[config.mk]
export PLATFORM = sky130hd
export DESIGN_NAME = clk_period_meas_flat
export DESIGN_NICKNAME = d
export VERILOG_FILES = /design/src/rtl/clk_period_meas_pkg.sv /design/src/rtl/clk_period_meas_if.sv /design/src/rtl/clk_period_meas_edge_det.sv /design/src/rtl/clk_period_meas.sv /design/src/flat_wrapper.sv
export SDC_FILE = /design/constraint.sdc
export NUM_CORES = 1
export LEC_CHECK = 0
export CORE_MARGIN = 2
export CORE_UTILIZATION = 40
export DETAILED_ROUTE_END_ITERATION = 16
export HOLD_SLACK_MARGIN = 0.06
export SKIP_LAST_GASP = 1
export SLEW_MARGIN = 20
export SYNTH_ARGS = -nofsm -noshare
export SYNTH_HDL_FRONTEND = slang
export SYNTH_SLANG_ARGS = --single-unit
[constraint.sdc]
create_clock -name clk -period 4.7 [get_ports clk]
set_input_delay 0.47 -clock clk [delete_from_list [all_inputs] [get_ports clk]]
set_output_delay 0.47 -clock clk [all_outputs]
set_load 0.01 [all_outputs]
[src/rtl/clk_period_meas_pkg.sv]
// Shared definitions for the clock period monitor: FSM encoding and default counter width.
// Optional checker feature is selected with macro CLK_MEAS_CHECK_EN.
package clk_period_meas_pkg;

    localparam int CNT_W_DEF = 8;

    typedef enum logic [1:0] {
        ST_IDLE      = 2'd0,
        ST_WAIT_RISE = 2'd1,
        ST_MEAS_HIGH = 2'd2,
        ST_MEAS_LOW  = 2'd3
    } meas_state_e;

endpackage

[src/rtl/clk_period_meas_if.sv]
// Signal bundle between the period monitor and its user.
// With CLK_MEAS_CHECK_EN defined the bundle also carries exp_period and mismatch.
interface clk_period_meas_if
    import clk_period_meas_pkg::*;
#(
    parameter int CNT_W = CNT_W_DEF
) ();

    logic             sig_in;
    logic             meas_en;
    logic [CNT_W-1:0] high_cnt;
    logic [CNT_W-1:0] low_cnt;
    logic [CNT_W:0]   period;
    logic             meas_valid;
    logic             meas_ovf;
`ifdef CLK_MEAS_CHECK_EN
    logic [CNT_W:0]   exp_period;
    logic             mismatch;

    modport master (
        output sig_in, meas_en, exp_period,
        input  high_cnt, low_cnt, period, meas_valid, meas_ovf, mismatch
    );

    modport slave (
        input  sig_in, meas_en, exp_period,
        output high_cnt, low_cnt, period, meas_valid, meas_ovf, mismatch
    );
`else
    modport master (
        output sig_in, meas_en,
        input  high_cnt, low_cnt, period, meas_valid, meas_ovf
    );

    modport slave (
        input  sig_in, meas_en,
        output high_cnt, low_cnt, period, meas_valid, meas_ovf
    );
`endif

endinterface

[src/rtl/clk_period_meas_edge_det.sv]
// Single-register rise/fall detector for a signal already synchronous to clk.
// Not affected by CLK_MEAS_CHECK_EN.
module clk_period_meas_edge_det
    import clk_period_meas_pkg::*;
(
    input  logic clk,
    input  logic rst,
    input  logic sig_in,
    output logic rise,
    output logic fall
);

    logic sig_d_q;

    always_ff @(posedge clk or posedge rst) begin
        if (rst) begin
            sig_d_q <= 1'b0;
        end else begin
            sig_d_q <= sig_in;
        end
    end

    assign rise = sig_in & ~sig_d_q;
    assign fall = ~sig_in & sig_d_q;

endmodule

[src/rtl/clk_period_meas.sv]
// Measures high time, low time and period of a divided clock in clk cycles.
// Macro CLK_MEAS_CHECK_EN adds the exp_period compare and the mismatch flag.
module clk_period_meas
    import clk_period_meas_pkg::*;
#(
    parameter int CNT_W = CNT_W_DEF
) (
    input  logic             clk,
    input  logic             rst,
    clk_period_meas_if.slave bus
);

    localparam logic [CNT_W-1:0] CNT_MAX = '1;
    localparam logic [CNT_W-1:0] CNT_ONE = {{(CNT_W-1){1'b0}}, 1'b1};

    // state        | meaning
    // ST_IDLE      | disabled, counters cleared, results held
    // ST_WAIT_RISE | discarding the partial first period
    // ST_MEAS_HIGH | counting high cycles since the last rise
    // ST_MEAS_LOW  | counting low cycles; next rise publishes
    meas_state_e state_q, state_d;

    logic             rise, fall;
    logic             publish;
    logic [CNT_W-1:0] hc_q, hc_d;
    logic [CNT_W-1:0] lc_q, lc_d;
    logic             sat_q, sat_d;
    logic [CNT_W:0]   period_sum;

    logic [CNT_W-1:0] high_q, low_q;
    logic [CNT_W:0]   period_q;
    logic             valid_q, ovf_q;

    clk_period_meas_edge_det u_edge_det (
        .clk    (clk),
        .rst    (rst),
        .sig_in (bus.sig_in),
        .rise   (rise),
        .fall   (fall)
    );

    always_ff @(posedge clk or posedge rst) begin
        if (rst) begin
            state_q <= ST_IDLE;
        end else begin
            state_q <= state_d;
        end
    end

    always_comb begin
        state_d = state_q;
        if (!bus.meas_en) begin
            state_d = ST_IDLE;
        end else begin
            case (state_q)
                ST_IDLE:      state_d = ST_WAIT_RISE;
                ST_WAIT_RISE: if (rise) state_d = ST_MEAS_HIGH;
                ST_MEAS_HIGH: if (fall) state_d = ST_MEAS_LOW;
                ST_MEAS_LOW:  if (rise) state_d = ST_MEAS_HIGH;
                default:      state_d = ST_IDLE;
            endcase
        end
    end

    // The publishing rise is honoured even when meas_en drops in the same cycle.
    always_comb begin
        publish = (state_q == ST_MEAS_LOW) && rise;
        hc_d    = hc_q;
        lc_d    = lc_q;
        sat_d   = sat_q;
        if (!bus.meas_en) begin
            hc_d  = '0;
            lc_d  = '0;
            sat_d = 1'b0;
        end else begin
            case (state_q)
                ST_WAIT_RISE, ST_MEAS_LOW: begin
                    if (rise) begin
                        hc_d  = CNT_ONE;
                        lc_d  = '0;
                        sat_d = 1'b0;
                    end else if (state_q == ST_MEAS_LOW && !bus.sig_in) begin
                        if (lc_q == CNT_MAX) sat_d = 1'b1;
                        else                 lc_d  = lc_q + CNT_ONE;
                    end
                end
                ST_MEAS_HIGH: begin
                    if (fall) begin
                        lc_d = CNT_ONE;
                    end else if (bus.sig_in) begin
                        if (hc_q == CNT_MAX) sat_d = 1'b1;
                        else                 hc_d  = hc_q + CNT_ONE;
                    end
                end
                default: ;
            endcase
        end
    end

    always_ff @(posedge clk or posedge rst) begin
        if (rst) begin
            hc_q  <= '0;
            lc_q  <= '0;
            sat_q <= 1'b0;
        end else begin
            hc_q  <= hc_d;
            lc_q  <= lc_d;
            sat_q <= sat_d;
        end
    end

    assign period_sum = {1'b0, hc_q} + {1'b0, lc_q};

    always_ff @(posedge clk or posedge rst) begin
        if (rst) begin
            high_q   <= '0;
            low_q    <= '0;
            period_q <= '0;
            valid_q  <= 1'b0;
            ovf_q    <= 1'b0;
        end else begin
            valid_q <= publish;
            if (publish) begin
                high_q   <= hc_q;
                low_q    <= lc_q;
                period_q <= period_sum;
                ovf_q    <= sat_q;
            end
        end
    end

`ifdef CLK_MEAS_CHECK_EN
    logic mismatch_q;

    always_ff @(posedge clk or posedge rst) begin
        if (rst) begin
            mismatch_q <= 1'b0;
        end else if (publish) begin
            mismatch_q <= (period_sum != bus.exp_period) | sat_q;
        end
    end

    assign bus.mismatch = mismatch_q;
`endif

    assign bus.high_cnt   = high_q;
    assign bus.low_cnt    = low_q;
    assign bus.period     = period_q;
    assign bus.meas_valid = valid_q;
    assign bus.meas_ovf   = ovf_q;

endmodule

[src/flat_wrapper.sv]
// flat-port wrapper written by rule: the top's interface ports become plain ports
module clk_period_meas_flat import clk_period_meas_pkg::*;
#(
    parameter int CNT_W = CNT_W_DEF
)
  (clk, rst, bus_sig_in, bus_meas_en, bus_high_cnt, bus_low_cnt, bus_period, bus_meas_valid, bus_meas_ovf);
  clk_period_meas_if #(.CNT_W(CNT_W)) bus_i ();
  input  logic clk;
  input  logic rst;
  input wire logic [$bits(bus_i.sig_in)-1:0] bus_sig_in;
  input wire logic [$bits(bus_i.meas_en)-1:0] bus_meas_en;
  output wire logic [$bits(bus_i.high_cnt)-1:0] bus_high_cnt;
  output wire logic [$bits(bus_i.low_cnt)-1:0] bus_low_cnt;
  output wire logic [$bits(bus_i.period)-1:0] bus_period;
  output wire logic [$bits(bus_i.meas_valid)-1:0] bus_meas_valid;
  output wire logic [$bits(bus_i.meas_ovf)-1:0] bus_meas_ovf;
  assign bus_i.sig_in = bus_sig_in;
  assign bus_i.meas_en = bus_meas_en;
  assign bus_high_cnt = bus_i.high_cnt;
  assign bus_low_cnt = bus_i.low_cnt;
  assign bus_period = bus_i.period;
  assign bus_meas_valid = bus_i.meas_valid;
  assign bus_meas_ovf = bus_i.meas_ovf;
  clk_period_meas #(.CNT_W(CNT_W)) u_core (.clk(clk), .rst(rst), .bus(bus_i));
endmodule
==> results of run 1 <==
## cell type report
cell class                      instances  area (µm²)  area share (%)
Clock buffer                            6        82.6            2.88
Inverter                                6        23.8           0.829
Sequential cell                        47        1180            41.0
Clock inverter                          2        16.3           0.567
Multi-Input combinational cell        192        1170            40.7
Timing Repair Buffer                   31         308            10.7
Tap cell                               75        93.8            3.27
## sequential cells by signal (all words and copies together), names as in the netlist
| signal | count |
|---|---|
| u_core.bus.meas_valid | 1 |
| u_core.hc_q | 8 |
| u_core.bus.period | 9 |
| u_core.sat_q | 1 |
| u_core.bus.meas_ovf | 1 |
| u_core.state_q | 2 |
| u_core.u_edge_det.sig_d_q | 1 |
| u_core.lc_q | 8 |
| u_core.bus.high_cnt | 8 |
| u_core.bus.low_cnt | 8 |
## power breakdown
group          internal (mW)  leakage, nW  switching (mW)
Clock                  0.120       0.0474           0.143
Combinational         0.0350        0.650          0.0390
Sequential             0.417        0.647          0.0135
## per-stage QoR
step                      worst slack, ps  utilization (%)  hold slack, ps  total power [mW]
after global routing                 1930             48.7             508             0.805
after floorplan                      2740                -             460             0.482
after detailed placement             1850             47.0             464             0.513
after global placement               1920             47.0             462             0.513
after CTS                            2190             48.7             487             0.774
final                                2200             48.7             481             0.767
## layout by cell type (no fill, tap or decap), types with 2 or more instances in the layout
cell type,count
nor3_1,3
nand4_1,3
o31ai_1,4
mux2_2,4
clkdlybuf4s50_1,30
dfrtp_1,47
xnor2_1,2
nand3_1,7
inv_1,5
ha_1,10
a21oi_1,5
and3_1,3
and2_1,5
o21ai_0,28
a211oi_1,3
a31oi_1,3
nand2b_1,4
clkbuf_8,6
nor2_1,15
o211ai_1,2
nand3b_1,2
nor2b_1,3
a21o_1,3
nand2_1,60
## cell families after synthesis
| group | share of synthesized area (%) |
|---|---|
| XOR/XNOR | 1.09 |
| flip-flops | 48.6 |
| adder cells (fa/ha/maj) | 6.00 |
| buffers and inverters | 3.10 |
| AND/OR/NAND/NOR | 20.6 |
| AO/OA/AOI/OAI | 18.3 |
| multiplexers | 2.28 |
## worst paths after layout
kind | end | slack [ps] | from | cells after the start
setup reg to reg | u_core.bus.period[0]$_DFFE_PP0P_ | 2540 | u_core.u_edge_det.sig_d_q$_DFF_PP0_ | 6
max in group asynchronous | u_core.lc_q[5]$_DFFE_PP0P_ | 3590 | rst | 2
hold / removal | u_core.bus.low_cnt[4]$_DFFE_PP0P_ | 480 | u_core.bus.low_cnt[4]$_DFFE_PP0P_ | 2
min in group asynchronous | u_core.bus.low_cnt[5]$_DFFE_PP0P_ | 610 | rst | 2
hold reg to reg | u_core.bus.low_cnt[4]$_DFFE_PP0P_ | 480 | u_core.bus.low_cnt[4]$_DFFE_PP0P_ | 2
setup / recovery | u_core.bus.period[0]$_DFFE_PP0P_ | 2200 | bus_sig_in | 7
## per-layer routing
layer	track usage, %	wire (µm)
met1	24.1	2460
met2	27.3	2470
met3	3.63	173
met4	5.00	64
met5	0	0
## worst max-delay path, delay by kind of cell
| family | cells | cell delay [ps] |
|---|---|---|
| buffers and inverters | 3 | 1410 |
| AND/OR/NAND/NOR | 3 | 400 |
| multiplexers | 1 | 400 |
==> flow_metrics.tcl, run 1 <==
set metrics [dict create \
    postPlaceCellArea_um2 2770 \
    syn-num-nets 270 \
    hp-class "flop to flop" \
    grt_pass1_wl_um 8780 \
    cts_setup_buffers 0 \
    min_period_ps 2500 \
    irDropWorstVdd_v 0.000149 \
    path_clk_slew_ps 80 \
    hold_viol_final 0 \
    area_delta_synth_final_pct 18.6 \
    htreeDepth 2 \
    fillerInstances 579 \
    skew_ps 11.3 \
    grt_pass1_vias 1804 \
    synth.most_common_cell "nand2_1" \
    yosys-top-cells-count "60 x nand2_1, 47 x dfrtp_1, 28 x o21ai_0, 15 x nor2_1, 10 x ha_1" \
    nets 298 \
    rows 28 \
    critPathSlowestCell "clkdlybuf4s50_1" \
    via_count 1871 \
    criticalPathCategory "input port to flop" \
    power_leakage_nw 1.34 \
    rsz0062_at_grt "false" \
    setup_viol 0 \
    place_hpwl_um 3630 \
    critPathLaunchType "input port" \
    grt_use_total_pct 17.3 \
    synth_top_area_share_pct 48.6 \
    syn_avg_cell_area_um2 9.48 \
    end_kind "flop" \
    fin_crit_sh_pct 53.2 \
    netlist_area_um2 2420 \
    placed_cells 351 \
    maxCapViolations 0 \
    cts_buffer_depth 2 \
    n_antenna_cell 0 \
    ctsRootBufferMaster "clkbuf_8" \
    powerDensity_nw_per_um2 268 \
    synth_area_leader_cell "dfrtp_1" \
    clock_sinks 47 \
    yosys_warnings 0 \
    cp_slowest_stage_delay_ps 670 \
    synth_edf_count 0 \
    wl_per_cell_um 14.4 \
    grt-ovfl-total 0 \
    layoutNonFillerInstCount 359 \
    crit_chain "clkdlybuf4s50_1 -> nand2b_2 -> nor2_1 -> nand2_1 -> buf_4 -> inv_1 -> mux2_2" \
    start_util_pct 41.1 \
    syn_inst 255 \
    vias_per_cell 5.21 \
    required_ps 4890 \
    synth_flop_cell "dfrtp_1" \
    finalSetupTns_ps 0 \
    gp_congestion 0.800 \
    io_pins 31 \
    die_area_um2 6680 \
    synthArstFlopShare_pct 100 \
    cts_buffers 5 \
    synthDistinctLibCells 50 \
    clock_latency_ps 310 \
    cts_resized 0 \
    design_area_um2 2870 \
    relSlewSlack_pct 45.5 \
    hold_buffers 0 \
    arrival_ps 2690 \
    die_w_um 81.8 \
    ant_nets 0 \
    ys_seq_elements 47 \
    critPathMaxFanout 30 \
    antenna_found_initial 0 \
    synthTopCellsByArea "dfrtp_1 49%, nand2_1 9.3%, o21ai_0 5.8%, ha_1 5.2%, nor2_1 2.3%" \
    ys_seq_area_share_pct 48.6 \
    cts_tree "done" \
    layout-drive-gt1-share_pct 6.69 \
    first_pass_iters 4 \
    drc 0 \
    drt_iter0_drc 131 \
    drv_slew 0 \
    die_y_um 81.8 \
    core_area_um2 5890 \
    status "completed" \
    grt_max_degree 48 \
    max_freq_mhz 400 \
    worst_pin_slew_ps 816 \
    drt_wl_total_um 5170 \
    io_buffers 30 \
]
(Power assumes the default switching activity.)
==> run 2: changes to the inputs <==
==> constraint.sdc (replaced) <==
create_clock -name clk -period 2 [get_ports clk]
set_input_delay 0.2 -clock clk [delete_from_list [all_inputs] [get_ports clk]]
set_output_delay 0.2 -clock clk [all_outputs]
set_load 0.01 [all_outputs]
==> flow_metrics.tcl, run 2 (synthesis gave the netlist of run 1 again) <==
set metrics [dict create \
    htreeDepth 2 \
    fillerInstances 530 \
    critPathLaunchType "flop" \
    die_w_um 81.8 \
    grt_pass1_wl_um 9350 \
    skew_ps 3.35 \
    grt_max_degree 30 \
    seq_area_um2 1180 \
    min_period_ps 1960 \
    grt_pass1_vias 2025 \
    io_pins 31 \
    via_count 2011 \
    clock_sinks 47 \
    status "completed" \
    hold_viol_final 0 \
    worst_pin_slew_ps 440 \
    worstReg2RegStart "u_core.lc_q[0]$_DFFE_PP0P_" \
    drt_iter0_drc 80 \
    n_antenna_cell 0 \
    die_area_um2 6680 \
    drt_wl_total_um 5610 \
    arrival_ps 2130 \
    vias_per_cell 5.18 \
    layout_commonest_cell "nand2_1" \
    antenna_found_initial 0 \
    drv_slew 0 \
    ant_nets 0 \
    io_buffers 30 \
    critPathMaxFanout 3 \
    start_util_pct 41.1 \
    layout_common_cells "60 x nand2_1, 45 x dfrtp_1, 30 x clkdlybuf4s50_1, 29 x buf_4, 27 x o21ai_0" \
    drc 0 \
    reg2reg_to "u_core.bus.period[6]$_DFFE_PP0P_" \
    power_leakage_nw 1.51 \
    cts_buffers 5 \
    hp-class "input port to asynchronous set/reset pin" \
    total_power_mw 1.78 \
    rows 28 \
    core_area_um2 5890 \
    layout-drive-gt1-share_pct 18.2 \
    grt-ovfl-total 0 \
    criticalPathCategory "flop to flop" \
    relSlewSlack_pct 70.6 \
    r2r_cells 7 \
    first_pass_iters 4 \
    clock_latency_ps 290 \
    powerDensity_nw_per_um2 568 \
    max_freq_mhz 510 \
    place_hpwl_um 4070 \
    fin_crit_sh_pct 98.0 \
    grt_use_total_pct 18.2 \
    multiInputGateArea_um2 1210 \
    gp_congestion 0.828 \
    die_y_um 81.8 \
    irDropWorstVdd_v 0.000289 \
    maxCapViolations 0 \
    required_ps 2180 \
    end_kind "flop" \
    hold_buffers 0 \
    largest_reg_flops 9 \
    cts_tree "done" \
    cts_buffer_depth 2 \
    setup_viol 0 \
    rrSetupSlack_ps 40 \
    area_delta_synth_final_pct 29.3 \
    ctsRootBufferMaster "clkbuf_8" \
    crit_end "u_core.bus.period[6]$_DFFE_PP0P_" \
    rsz0062_at_grt "true" \
    path_clk_slew_ps 80 \
    finalSetupTns_ps 0 \
    wl_per_cell_um 14.5 \
    nets 327 \
    setup.worst_path.start "u_core.lc_q[0]$_DFFE_PP0P_" \
]
-- run 2: where the power goes --
group          total (mW)  switching, mW  internal, mW  leakage, nW
clock network       0.550          0.304         0.246       0.0422
logic               0.222          0.108         0.114        0.824
registers            1.00         0.0241         0.980        0.644
total                1.78          0.436          1.34         1.51
-- run 2: routing by layer --
layer  GRT usage, %  vias up  share of wire [%]
met5              0        -                  0
met3           3.30        7                2.8
met2           31.1       34                 48
met1           24.0      959                 48
li1               -     1011                  -
met4           4.50        0               0.86
-- run 2: how the worst min path moves through the flow --
| stage | from | endpoint | depth (start not counted) |
|---|---|---|---|
| floorplan | bus_sig_in | u_core.u_edge_det.sig_d_q$_DFF_PP0_ | 0 |
| global placement | u_core.bus.low_cnt[7]$_DFFE_PP0P_ | u_core.bus.low_cnt[7]$_DFFE_PP0P_ | 2 |
| detailed placement | u_core.bus.low_cnt[7]$_DFFE_PP0P_ | u_core.bus.low_cnt[7]$_DFFE_PP0P_ | 2 |
| CTS | rst | u_core.bus.period[7]$_DFFE_PP0P_ | 2 |
| global route | rst | u_core.bus.low_cnt[5]$_DFFE_PP0P_ | 2 |
| finish | rst | u_core.bus.low_cnt[5]$_DFFE_PP0P_ | 2 |
-- run 2: timing repair --
action,CTS,global route
setup buffers,0,0
resized for setup,1,12
endpoints found under the setup margin,2,16
pin swaps,0,3
-- run 2: cell type report --
cell class / instances / share of cell area (%)
clock buffers: 7 / 2.44
clock inverters: 1 / 0.160
inverters: 6 / 0.720
multi-input cells: 192 / 38.8
flip-flops and latches: 47 / 37.7
well taps: 75 / 3.00
repair buffers: 60 / 17.2
-- run 2: through the flow --
step,instance area [µm²],cells,worst slack (ps),utilization [%],hold slack (ps)
final,3130,388,40.0,53.1,223
after global routing,3130,388,-36.1,53.1,282
after CTS,3090,388,2.92,52.4,240
after detailed placement,3000,380,-15.4,50.9,462
after global placement,3000,380,14.5,50.9,458
after floorplan,2420,255,35.0,-,231
-- run 2: critical path, cell delays in order, from the launching register on --
cell and delay, ps:
dfrtp_1 390, ha_1 250, fa_2 360, a21o_1 210, a31oi_2 240, nand2b_1 90, a211oi_2 220, o31ai_1 80
